`src/rtl/vdp_pkg.sv`:
```
// Shared constants for the VDP CPU port: mode codes, register indices,
// status bit positions, control opcodes and the first-byte latch state.
package vdp_pkg;

  localparam int VRAM_AW = 14;

  localparam logic [2:0] MODE_TEXT = 3'd0;
  localparam logic [2:0] MODE_G1   = 3'd1;
  localparam logic [2:0] MODE_G2   = 3'd2;
  localparam logic [2:0] MODE_MC   = 3'd3;

  localparam logic [3:0] REG_MODE0    = 4'd0;
  localparam logic [3:0] REG_MODE1    = 4'd1;
  localparam logic [3:0] REG_NAME     = 4'd2;
  localparam logic [3:0] REG_COLOR    = 4'd3;
  localparam logic [3:0] REG_FONT     = 4'd4;
  localparam logic [3:0] REG_SPR_ATTR = 4'd5;
  localparam logic [3:0] REG_SPR_PAT  = 4'd6;
  localparam logic [3:0] REG_COLOURS  = 4'd7;
  localparam logic [3:0] REG_XSCROLL  = 4'd8;
  localparam logic [3:0] REG_YSCROLL  = 4'd9;
  localparam logic [3:0] REG_R10      = 4'd10;

  localparam int STAT_F  = 7;
  localparam int STAT_5S = 6;
  localparam int STAT_C  = 5;

  // Only bit 7 matters for a register write; bit 6 is don't-care.
  localparam logic [1:0] OP_READ_SETUP  = 2'b00;
  localparam logic [1:0] OP_WRITE_SETUP = 2'b01;
  localparam logic [1:0] OP_REG_WRITE   = 2'b10;

  typedef enum logic {
    LATCH_EMPTY = 1'b0,
    LATCH_FULL  = 1'b1
  } latch_state_t;

  // M1 has priority over M3, which has priority over M2.
  function automatic logic [2:0] decode_mode(input logic m1, input logic m2, input logic m3);
    logic [2:0] m;
    if (m1) begin
      m = MODE_TEXT;
    end else if (m3) begin
      m = MODE_G2;
    end else if (m2) begin
      m = MODE_MC;
    end else begin
      m = MODE_G1;
    end
    return m;
  endfunction

endpackage

```
`src/rtl/vdp_reg_decode.sv`:
```
// Combinational mapping from VDP registers R0..R7 to the mode code, table
// bases, sprite/display flags and colours consumed by the video stage.
module vdp_reg_decode
  import vdp_pkg::*;
(
  input  logic [7:0]         r0,
  input  logic [7:0]         r1,
  input  logic [7:0]         r2,
  input  logic [7:0]         r3,
  input  logic [7:0]         r4,
  input  logic [7:0]         r5,
  input  logic [7:0]         r6,
  input  logic [7:0]         r7,
  output logic [2:0]         mode,
  output logic [VRAM_AW-1:0] name_table_addr,
  output logic [VRAM_AW-1:0] color_table_addr,
  output logic [VRAM_AW-1:0] font_addr,
  output logic [VRAM_AW-1:0] sprite_attr_addr,
  output logic [VRAM_AW-1:0] sprite_pattern_table_addr,
  output logic               video_on,
  output logic               vert_retrace_int,
  output logic               sprite_large,
  output logic               sprite_enlarged,
  output logic [3:0]         text_color,
  output logic [3:0]         back_color
);

  logic [2:0] mode_dec;
  logic       unused_bits;

  assign unused_bits = ^{r0[7:2], r0[0], r1[7], r1[2], r2[7:4], r4[7:3], r5[7], r6[7:3]};

  // Register fields to video-stage controls; graphics II uses coarse colour/font bases.
  always_comb begin
    mode_dec                  = decode_mode(r1[4], r1[3], r0[1]);
    mode                      = mode_dec;
    name_table_addr           = {r2[3:0], 10'b0};
    sprite_attr_addr          = {r5[6:0], 7'b0};
    sprite_pattern_table_addr = {r6[2:0], 11'b0};
    video_on                  = r1[6];
    vert_retrace_int          = r1[5];
    sprite_large              = r1[1];
    sprite_enlarged           = r1[0];
    text_color                = r7[7:4];
    back_color                = r7[3:0];
    color_table_addr          = {r3, 6'b0};
    font_addr                 = {r4[2:0], 11'b0};
    if (mode_dec == MODE_G2) begin
      color_table_addr = {r3[7], 13'b0};
      font_addr        = {r4[2], 13'b0};
    end else begin
      color_table_addr = {r3, 6'b0};
      font_addr        = {r4[2:0], 11'b0};
    end
  end

endmodule

```
`src/rtl/vdp_port_ctrl.sv`:
```
// VDP CPU port front end: control/data port protocol, VRAM pointer, read-ahead
// buffer, register file and status. Define SMS_REGS_EN to implement R8..R10.
module vdp_port_ctrl
  import vdp_pkg::*;
#(
  parameter int ADDR_W   = 14,
  parameter int NUM_REGS = 11
) (
  input  logic              clk,
  input  logic              reset,
  input  logic              port_sel,
  input  logic              cpu_wr,
  input  logic              cpu_rd,
  input  logic [7:0]        cpu_din,
  output logic [7:0]        cpu_dout,
  output logic [ADDR_W-1:0] vram_addr,
  output logic              vram_wr,
  output logic              vram_rd,
  output logic [7:0]        vram_wdata,
  input  logic [7:0]        vram_rdata,
  output logic [2:0]        mode,
  output logic [ADDR_W-1:0] name_table_addr,
  output logic [ADDR_W-1:0] color_table_addr,
  output logic [ADDR_W-1:0] font_addr,
  output logic [ADDR_W-1:0] sprite_attr_addr,
  output logic [ADDR_W-1:0] sprite_pattern_table_addr,
  output logic              video_on,
  output logic              vert_retrace_int,
  output logic              sprite_large,
  output logic              sprite_enlarged,
  output logic [3:0]        text_color,
  output logic [3:0]        back_color,
  output logic [7:0]        x_scroll,
  output logic [7:0]        y_scroll,
  input  logic              interrupt_flag,
  input  logic              sprite_collision,
  input  logic              too_many_sprites,
  input  logic [4:0]        sprite5
);

`ifdef SMS_REGS_EN
  localparam int REG_CNT = NUM_REGS;
`else
  localparam int REG_CNT = 8;
`endif

  latch_state_t      latch;
  logic [7:0]        lo_byte;
  logic [ADDR_W-1:0] addr;
  logic [7:0]        rbuf;
  logic              cap;
  logic              irq_f;
  logic              fifth_f;
  logic              coll_f;
  logic [4:0]        s5;
  logic [7:0]        regs [REG_CNT];
  logic              status_clr;

  assign vram_addr  = addr;
  assign status_clr = cpu_rd & port_sel & ~cpu_wr;

  // Port protocol, address pointer, prefetch pipeline and register file.
  always_ff @(posedge clk) begin
    if (reset) begin
      latch      <= LATCH_EMPTY;
      lo_byte    <= 8'h00;
      addr       <= '0;
      rbuf       <= 8'h00;
      cap        <= 1'b0;
      cpu_dout   <= 8'h00;
      vram_wr    <= 1'b0;
      vram_rd    <= 1'b0;
      vram_wdata <= 8'h00;
      for (int i = 0; i < REG_CNT; i++) begin
        regs[i] <= 8'h00;
      end
    end else begin
      vram_wr <= 1'b0;
      vram_rd <= 1'b0;
      cap     <= vram_rd;
      // The pointer advances during the access cycle so a back-to-back access sees the next address.
      if (vram_rd || vram_wr) begin
        addr <= addr + ADDR_W'(1);
      end
      if (cap) begin
        rbuf <= vram_rdata;
      end
      if (cpu_wr) begin
        if (port_sel) begin
          case (latch)
            LATCH_EMPTY: begin
              lo_byte <= cpu_din;
              latch   <= LATCH_FULL;
            end
            LATCH_FULL: begin
              latch <= LATCH_EMPTY;
              case (cpu_din[7:6])
                OP_READ_SETUP: begin
                  addr    <= {cpu_din[5:0], lo_byte};
                  vram_rd <= 1'b1;
                end
                OP_WRITE_SETUP: begin
                  addr <= {cpu_din[5:0], lo_byte};
                end
                default: begin
                  for (int i = 0; i < REG_CNT; i++) begin
                    if (cpu_din[3:0] == 4'(i)) begin
                      regs[i] <= lo_byte;
                    end
                  end
                end
              endcase
            end
            default: latch <= LATCH_EMPTY;
          endcase
        end else begin
          vram_wr    <= 1'b1;
          vram_wdata <= cpu_din;
          rbuf       <= cpu_din;
          latch      <= LATCH_EMPTY;
        end
      end else if (cpu_rd) begin
        latch <= LATCH_EMPTY;
        if (port_sel) begin
          cpu_dout <= {irq_f, fifth_f, coll_f, s5};
        end else begin
          cpu_dout <= cap ? vram_rdata : rbuf;
          vram_rd  <= 1'b1;
        end
      end
    end
  end

  // Status flags: a set in the same cycle as a status read wins over the clear.
  always_ff @(posedge clk) begin
    if (reset) begin
      irq_f   <= 1'b0;
      fifth_f <= 1'b0;
      coll_f  <= 1'b0;
      s5      <= 5'h00;
    end else begin
      irq_f   <= interrupt_flag   | (irq_f   & ~status_clr);
      coll_f  <= sprite_collision | (coll_f  & ~status_clr);
      fifth_f <= too_many_sprites | (fifth_f & ~status_clr);
      if (too_many_sprites && (!fifth_f || status_clr)) begin
        s5 <= sprite5;
      end else if (status_clr) begin
        s5 <= 5'h1f;
      end
    end
  end

`ifdef SMS_REGS_EN
  logic unused_r10;
  assign unused_r10 = ^regs[REG_CNT-1];
  assign x_scroll   = regs[8];
  assign y_scroll   = regs[9];
`else
  assign x_scroll = 8'h00;
  assign y_scroll = 8'h00;
`endif

  vdp_reg_decode u_decode (
    .r0                        (regs[0]),
    .r1                        (regs[1]),
    .r2                        (regs[2]),
    .r3                        (regs[3]),
    .r4                        (regs[4]),
    .r5                        (regs[5]),
    .r6                        (regs[6]),
    .r7                        (regs[7]),
    .mode                      (mode),
    .name_table_addr           (name_table_addr),
    .color_table_addr          (color_table_addr),
    .font_addr                 (font_addr),
    .sprite_attr_addr          (sprite_attr_addr),
    .sprite_pattern_table_addr (sprite_pattern_table_addr),
    .video_on                  (video_on),
    .vert_retrace_int          (vert_retrace_int),
    .sprite_large              (sprite_large),
    .sprite_enlarged           (sprite_enlarged),
    .text_color                (text_color),
    .back_color                (back_color)
  );

endmodule

```
`config.mk`:
```
export PLATFORM = sky130hd
export DESIGN_NAME = vdp_port_ctrl
export DESIGN_NICKNAME = d
export VERILOG_FILES = /design/src/rtl/vdp_pkg.sv /design/src/rtl/vdp_reg_decode.sv /design/src/rtl/vdp_port_ctrl.sv
export SDC_FILE = /design/constraint.sdc
export NUM_CORES = 1
export LEC_CHECK = 0
export ABC_AREA = 1
export CORE_ASPECT_RATIO = 0.5
export CORE_MARGIN = 4
export CORE_UTILIZATION = 50
export CTS_BUF_LIST = sky130_fd_sc_hd__clkbuf_8
export CTS_CLUSTER_DIAMETER = 50
export CTS_CLUSTER_SIZE = 14
export DETAILED_ROUTE_END_ITERATION = 8
export HOLD_SLACK_MARGIN = 0.12
export PLACE_DENSITY = 0.84
export SYNTH_ARGS = -nofsm -noshare
export SYNTH_HDL_FRONTEND = slang
export SYNTH_HIERARCHICAL = 1
export SYNTH_SLANG_ARGS = --single-unit
```
`constraint.sdc`:
```
create_clock -name clk -period 2.9 [get_ports clk]
set_clock_uncertainty 0.2 [all_clocks]
set_input_delay 0.435 -clock clk [delete_from_list [all_inputs] [get_ports clk]]
set_output_delay 0.435 -clock clk [all_outputs]
set_load 0.01 [all_outputs]
```
==> flow_summary.toml, run 1 <==
[run_status]
outcome = "complete, no violations"

[clocking]
cts_made_buffers = 9
cts_buffer_depth = 2
clock_sinks = 98
clkTransAtPathRegs_ns = 0.08
cts_setup_buffers = 0
insertion_delay_ns = 0.37
cts_resized = 0
ctsHoldBuffers = 0
cts_max_level = 3
clock-root-buffer = "clkbuf_8"
cts_tree = "built"

[floorplan]
std_cell_rows = 24
die_h_microns = 77.3
dieArea_sq_um = 11300
start_util_pct = 53.3
core_sq_um = 9010
die_w_microns = 147
io_pins = 162

[final_layout]
diodes = 0
multi_input_area_sq_um = 1640
nNetsFinal = 669
area_growth_syn_to_layout_pct = 17.4
fillers = 731
final-seq-area_sq_um = 2360
drive_gt1_share_pct = 6.21

[sta]
setup_viol = 0
post-route-min-period_ns = 2.32
fin_setup_tns_ns = 0
finalCritPeriodShare_pct = 79.9
maxSlewViolCount = 0
fmax_mhz = 432
finalHoldViolations = 0
slew_headroom_pct = 62.8
holdWs_ns = 0.265
rsz0062_at_grt = "false"
worst_pin_slew_ns = 0.558

[route]
first_pass_iters = 5
routed_wl_microns = 10400
first_iter_violations = 305
ant_nets = 0
routedWlPerCell_microns = 13.7
vias_per_cell = 4.85
drc = 0
dr_total_vias = 3689

[global_routing]
grt_usage_pct = 18.7
overflow = 0
antenna_found_initial = 0
grt_pass1_vias = 3423
grt_pass1_wl_microns = 17100
grt_max_degree = 35

[setup_path]
critPathBufInv = 1
cpLargestDelayFamily = "buffers and inverters"
arrival_ns = 1.68
cp-start-kind = "flop"
crit_slowest_cell = "clkdlybuf4s50_1"
critical_path_class = "reg -> out"
slowest_delay_ns = 0.57
required_ns = 2.27
startpoint = "regs[0][1]"
end_kind = "output port"
reg2reg_from = "latch"
cp_cell_sequence = "a21oi_1 -> clkdlybuf4s50_1"
critPathMaxFanout = 11

[logic_synthesis]
netlist_area_sq_um = 4800
ys_warn_count = 6
synthCells = 568
avgSynthCellArea_sq_um = 8.45

[power]
p_leak_nw = 2.48
vdd_drop_max_v = 0.000244
cellPowerDensity_nw_per_um2 = 480

[placed_design]
gp_congestion = 0.880
dp_hpwl_microns = 8000
io_buffers = 99

[min_path]
hp-start = "vram_wdata[5]"
worstHoldPathType = "reg -> reg"

[job]
maxCapViolCount = 0
## final cells by class
| cell class | count | share of cell area, % |
|---|---|---|
| clock buffers | 9 | 2.20 |
| repair buffers | 104 | 18.2 |
| inverters | 72 | 4.79 |
| multi-input cells | 354 | 29.2 |
| flip-flops and latches | 98 | 41.9 |
| clock inverters | 7 | 1.09 |
| well taps | 117 | 2.60 |
## layer usage
metal | share of wire [%] | GRT usage (%) | routed length [microns] | vias up
met3 | 9.6 | 5.12 | 1010 | 12
met2 | 47 | 30.0 | 4860 | 195
met1 | 42 | 24.2 | 4430 | 1690
met4 | 1.3 | 6.94 | 135 | 0
met5 | 0 | 0 | 0 | -
li1 | - | - | - | 1792
## cell usage in the layout, fill, tap and decap left out, drive strengths merged
cell / n
a21o: 1
a21oi: 38
a31oi: 5
buf: 5
bufinv: 1
clkbuf: 9
clkdlybuf4s50: 99
clkinv: 2
clkinvlp: 1
conb: 62
dfxtp: 58
edfxtp: 40
ha: 1
inv: 75
mux2: 4
nand2: 102
nand3: 18
nand3b: 2
nand4: 3
nor2: 74
nor3: 4
o211ai: 3
o21a: 4
o21ai: 24
o221ai: 1
o22ai: 5
xnor2: 1
xor2: 2
## metrics by stage
step                utilization, %  std cells  power (mW)  area [sq um]  setup WS [ns]
floorplan                        -        628        1.81          5030           1.09
global placement              60.5        745        1.88          5450          0.457
detailed placement            60.5        745        1.89          5450          0.404
CTS                           62.6        761        2.72          5640          0.556
global route                  62.6        761        2.81          5640          0.415
finish                        62.6        761        2.70          5640          0.583
## sequential cells by signal (all words and copies together) (netlist names), 5 cells and up
name,cells
cpu_dout,8
rbuf,8
s5,5
regs,40
vram_wdata,8
lo_byte,8
vram_addr,14
## worst register-to-register path, cell delays in order, from the launching register on
cell,delay [ns]
dfxtp_1,0.44
nand3_4,0.12
nor3_4,0.19
nand3_2,0.20
nand2_1,0.31
## final timing paths
path,to,slack (ns),depth (start not counted)
min,vram_wdata[5],0.27,2
max reg2reg,regs[0][25],1.13,4
min reg2reg,vram_wdata[5],0.27,2
max,font_addr[11],0.58,2
## power breakdown
group	switching, mW	internal, mW
Clock	0.453	0.390
Combinational	0.194	0.141
Sequential	0.0339	1.49
Power figures use the tool's default switching activity.
==> run 2, diff against run 1 <==
Clock period 2.9 ns to 2.3 ns, I/O delays scaled along.
==> run 2 against run 1 <==
Effect of this change: cell count is 1.1% higher; flip-flop and latch count is the same; power up 30%; clock power is 39% higher; core utilization up 0.99 points; register-to-register slack lost 0.61 ns; die area unchanged; worst hold slack better by 0.0014 ns; first-iteration DRC count fell by 20%; combinational power rose by 29%; critical path type unchanged; largest cell class unchanged.
==> flow_summary.toml, run 2 (synthesis results as in run 1) <==
[run_status]
outcome = "complete, no violations"

[floorplan]
die_h_microns = 77.3
die_w_microns = 147
std_cell_rows = 24
core_sq_um = 9010
dieArea_sq_um = 11300
start_util_pct = 53.3
io_pins = 162

[clocking]
clock-root-buffer = "clkbuf_8"
cts_made_buffers = 9
clock_sinks = 98
ctsHoldBuffers = 0
cts_buffer_depth = 2
insertion_delay_ns = 0.37
clkTransAtPathRegs_ns = 0.09
cts_tree = "built"
cts_max_level = 3
cts_setup_buffers = 0

[final_layout]
drive_gt1_share_pct = 7.52
diodes = 0
nNetsFinal = 677
top_register = "regs"
fillers = 743
final_cell_mix = "clkdlybuf4s50_1 (97), nand2_1 (96), nor2_1 (70)"
final_cell_count_no_fill = 769
area_growth_syn_to_layout_pct = 19.3
largest_reg_flops = 40
final_common_cell = "clkdlybuf4s50_1"

[route]
first_pass_iters = 6
drc = 0
dr_total_vias = 3691
routedWlPerCell_microns = 13.7
routed_wl_microns = 10500
ant_nets = 0
vias_per_cell = 4.80
first_iter_violations = 243

[power]
p_leak_nw = 2.55
swShare_pct = 24.5
vdd_drop_max_v = 0.000316
power_frac_clock_pct = 33.3
power_frac_seq_pct = 54.5
p_int_mw = 2.67
power_switching_mw = 0.863
cellPowerDensity_nw_per_um2 = 616
combPwrFrac_pct = 12.2

[setup_path]
critical_path_class = "reg -> out"
reg2reg_from = "latch"
end_kind = "output port"
required_ns = 1.75
critPathMaxFanout = 11
cp-start-kind = "flop"
ff2ff_setup_slack_ns = 0.52
reg2regPathDepth = 4
arrival_ns = 1.68
reg2reg_to = "regs[0][30]"

[placed_design]
io_buffers = 99
gp_congestion = 0.855
dp.cells = 753
place_ws_ns = -0.0577
dp_hpwl_microns = 7980

[global_routing]
grt_usage_pct = 18.8
grt_max_degree = 35
antenna_found_initial = 0
grt_pass1_vias = 3438
overflow = 0
grt_pass1_wl_microns = 17200

[sta]
maxSlewViolCount = 0
post-route-min-period_ns = 2.22
fin_setup_tns_ns = 0
rsz0062_at_grt = "true"
setup_viol = 0
finalHoldViolations = 0
fmax_mhz = 450
finalCritPeriodShare_pct = 96.6
layout_setup_ws_ns = 0.0793

[min_path]
hold_depth = 2
min_to = "vram_wdata[4]"
worstHoldPathType = "reg -> reg"
hp-start = "vram_wdata[4]"

[job]
maxCapViolCount = 0
run 2: changes by cell type in the layout (fill, tap and decap cells not counted), sizes merged:
cell and change:
dlymetal6s2s +2, clkinv +1, inv -2, clkdlybuf4s50 -2
bufinv +1, buf +8
run 2: critical path, stage by stage (launching register included):
cell,delay (ns)
edfxtp_1,0.54
a21oi_1,0.19
clkdlybuf4s50_1,0.57
run 2: power groups by stage:
stage                     registers (mW)  clock network [mW]  logic (mW)
after CTS                           1.92                1.20       0.428
after floorplan                     1.96                   0       0.325
final                               1.92                1.17       0.431
after detailed placement            1.96                   0       0.425
after global placement              1.96                   0       0.420
after global routing                1.93                1.27       0.473
run 2: cell type report:
cell class	instances	area (sq um)	share of cell area, %
flip-flops and latches	98	2360	41.3
multi-input cells	354	1640	28.7
clock inverters	7	85.1	1.49
inverters	72	270	4.72
well taps	117	146	2.56
repair buffers	112	1090	19.1
clock buffers	9	124	2.16
run 2: layer usage:
layer  GRT usage (%)  vias up  share of wire (%)
met5               0        -                  0
met4            4.78        0                1.4
met3            5.89       14                9.5
met2            30.9      182                 47
met1            24.3     1681                 42
li1                -     1814                  -
run 2: how the worst max path moves through the flow:
stage                     depth (start not counted)        from                  end  slack [ns]
after floorplan                                   6    port_sel          regs[0][24]        0.58
after global placement                            7      cpu_wr          regs[0][31]      -0.002
after global routing                              2  regs[0][1]  color_table_addr[7]       -0.05
after CTS                                         2  regs[0][1]        font_addr[11]        0.06
after detailed placement                          7      cpu_wr          regs[0][31]       -0.06
final                                             2  regs[0][1]        font_addr[11]        0.08
run 2: per-stage QoR:
| step | utilization, % | hold slack, ns | cell area [sq um] | total power [mW] |
|---|---|---|---|---|
| 5_1_grt | 63.6 | 0.295 | 5730 | 3.68 |
| 2_1_floorplan | - | 0.255 | 5030 | 2.28 |
| 4_1_cts | 63.5 | 0.270 | 5720 | 3.55 |
| 3_3_place_gp | 61.2 | 0.251 | 5510 | 2.38 |
| 6_report | 63.6 | 0.267 | 5730 | 3.53 |
| 3_5_place_dp | 61.2 | 0.257 | 5510 | 2.39 |
run 2: timing repair:
action                                  in CTS  in global routing
endpoints found under the setup margin       0                  5
gates resized for setup                      0                  2
endpoints found under the hold margin        0                  0
==> run 3, diff against run 2 <==
Settings changed: CORE_ASPECT_RATIO 0.5 to 1.4, CORE_MARGIN 4 to 5, SKIP_CTS_REPAIR_TIMING from default to 1.
==> run 3 against run 2 <==
Effect of this change: die area rose by 3.2%; clock-buffer cell count did not move; cell count fell by 0.39%; critical path type unchanged; cell area rose by 0.52%; highest routed layer unchanged.
==> flow_summary.toml, run 3 (synthesis results as in run 1) <==
[setup_path]
crit_slowest_cell = "edfxtp_1"
slowest_delay_ns = 0.55
cp_cell_sequence = "a21oi_1 -> clkdlybuf4s50_1"
end_kind = "output port"
arrival_ns = 1.68
critPathMaxFanout = 11
required_ns = 1.75
critical_path_class = "reg -> out"
critPathBufInv = 1
cp-start-kind = "flop"
cpLargestDelayFamily = "flip-flops"

[final_layout]
fillers = 807
postLayoutCoreUtil_pct = 61.2
final_cell_mix = "clkdlybuf4s50_1 (98), nand2_1 (96), nor2_1 (70)"
final_cell_area_sq_um = 5760
final_common_cell = "clkdlybuf4s50_1"
final_cell_count_no_fill = 766
drive_gt1_share_pct = 8.54
diodes = 0
nNetsFinal = 681
largest_reg_flops = 40
area_growth_syn_to_layout_pct = 19.9
top_register = "regs"

[floorplan]
die_h_microns = 126
start_util_pct = 51.0
die_w_microns = 92.8
std_cell_rows = 42
core_sq_um = 9410
io_pins = 162
dieArea_sq_um = 11700

[job]
maxCapViolCount = 0

[power]
p_int_mw = 2.68
swShare_pct = 24.7
power_frac_seq_pct = 54.2
cellPowerDensity_nw_per_um2 = 617
combPwrFrac_pct = 12.2
power_frac_clock_pct = 33.6
power_switching_mw = 0.877
vdd_drop_max_v = 0.000340
p_leak_nw = 2.55

[clocking]
cts_max_level = 3
clock-root-buffer = "clkbuf_8"
clock_sinks = 98
cts_buffer_depth = 2
cts_tree = "built"
insertion_delay_ns = 0.36
cts_made_buffers = 9
clkTransAtPathRegs_ns = 0.09

[global_routing]
antenna_found_initial = 0
overflow = 0
grt_pass1_vias = 3624
grt_busiest_layer = "met2"
use_met2_pct = 33.9
grtUsageMet1_pct = 18.2
grt_usage_pct = 18.6
met3_usage_pct = 5.37
grt_pass1_wl_microns = 17100
grt_max_degree = 35

[placed_design]
dp_hpwl_microns = 8760
io_buffers = 99
dp.cells = 750
placed_cell_area_sq_um = 5530
gp_congestion = 0.912

[sta]
maxSlewViolCount = 0
finalHoldViolations = 0
post-route-min-period_ns = 2.22
holdWs_ns = 0.264
setup_viol = 0
fmax_mhz = 450
finalCritPeriodShare_pct = 96.6
rsz0062_at_grt = "false"
fin_setup_tns_ns = 0

[route]
drc = 0
routed_wl_microns = 10900
dr_total_vias = 3699
vias_per_cell = 4.83
first_iter_violations = 267
first_pass_iters = 6
routedWlPerCell_microns = 14.3
ant_nets = 0

[min_path]
worstHoldPathType = "reg -> reg"

[run_status]
outcome = "complete, no violations"
-- run 3: changes by cell type in the layout (fill, tap and decap cells not counted) --
cell	change
buf_4	+4
dlymetal6s2s_1	-1
a21oi_1	-1
a21oi_2	+1
clkinv_1	-2
clkinv_4	-1
clkdlybuf4s50_1	+1
clkinvlp_4	+2
inv_6	+1
-- run 3: metal layers --
layer	vias up	share of wire, %
met2	169	52
met3	30	8.3
met1	1679	36
met4	0	3.9
li1	1821	-
met5	-	0
-- run 3: stage by stage --
step / total power [mW] / setup WS, ns
global route: 3.68 / 0.00885
CTS: 3.57 / 0.0578
finish: 3.55 / 0.0786
detailed placement: 2.40 / -0.00627
global placement: 2.39 / 0.0846
floorplan: 2.28 / 0.579
-- run 3: final timing paths --
kind / depth (start not counted) / endpoint / slack (ns) / startpoint
max reg2reg: 4 / regs[1][30] / 0.60 / latch
min reg2reg: 2 / vram_wdata[6] / 0.26 / vram_wdata[6]
min: 2 / vram_wdata[6] / 0.26 / vram_wdata[6]
max: 2 / color_table_addr[12] / 0.08 / regs[0][1]
-- run 3: worst register-to-register path, delay by kind of cell (launching register included) --
kind          cells  cell delay, ns
flops             1            0.43
simple gates      4            0.75
-- run 3: cell type report --
| class | count | area [sq um] | share of cell area, % |
|---|---|---|---|
| Sequential cell | 98 | 2360 | 41.0 |
| Multi-Input combinational cell | 354 | 1650 | 28.6 |
| Timing Repair Buffer | 116 | 1120 | 19.5 |
| Inverter | 72 | 270 | 4.70 |
| Tap cell | 110 | 138 | 2.39 |
| Clock buffer | 9 | 124 | 2.15 |
| Clock inverter | 7 | 92.6 | 1.61 |
-- run 3: power groups by stage --
| stage | Sequential (mW) | Clock, mW | Combinational (mW) |
|---|---|---|---|
| 6_report | 1.93 | 1.19 | 0.434 |
| 5_1_grt | 1.94 | 1.27 | 0.474 |
| 4_1_cts | 1.93 | 1.21 | 0.433 |
| 3_5_place_dp | 1.97 | 0 | 0.432 |
| 3_3_place_gp | 1.96 | 0 | 0.423 |
| 2_1_floorplan | 1.96 | 0 | 0.325 |
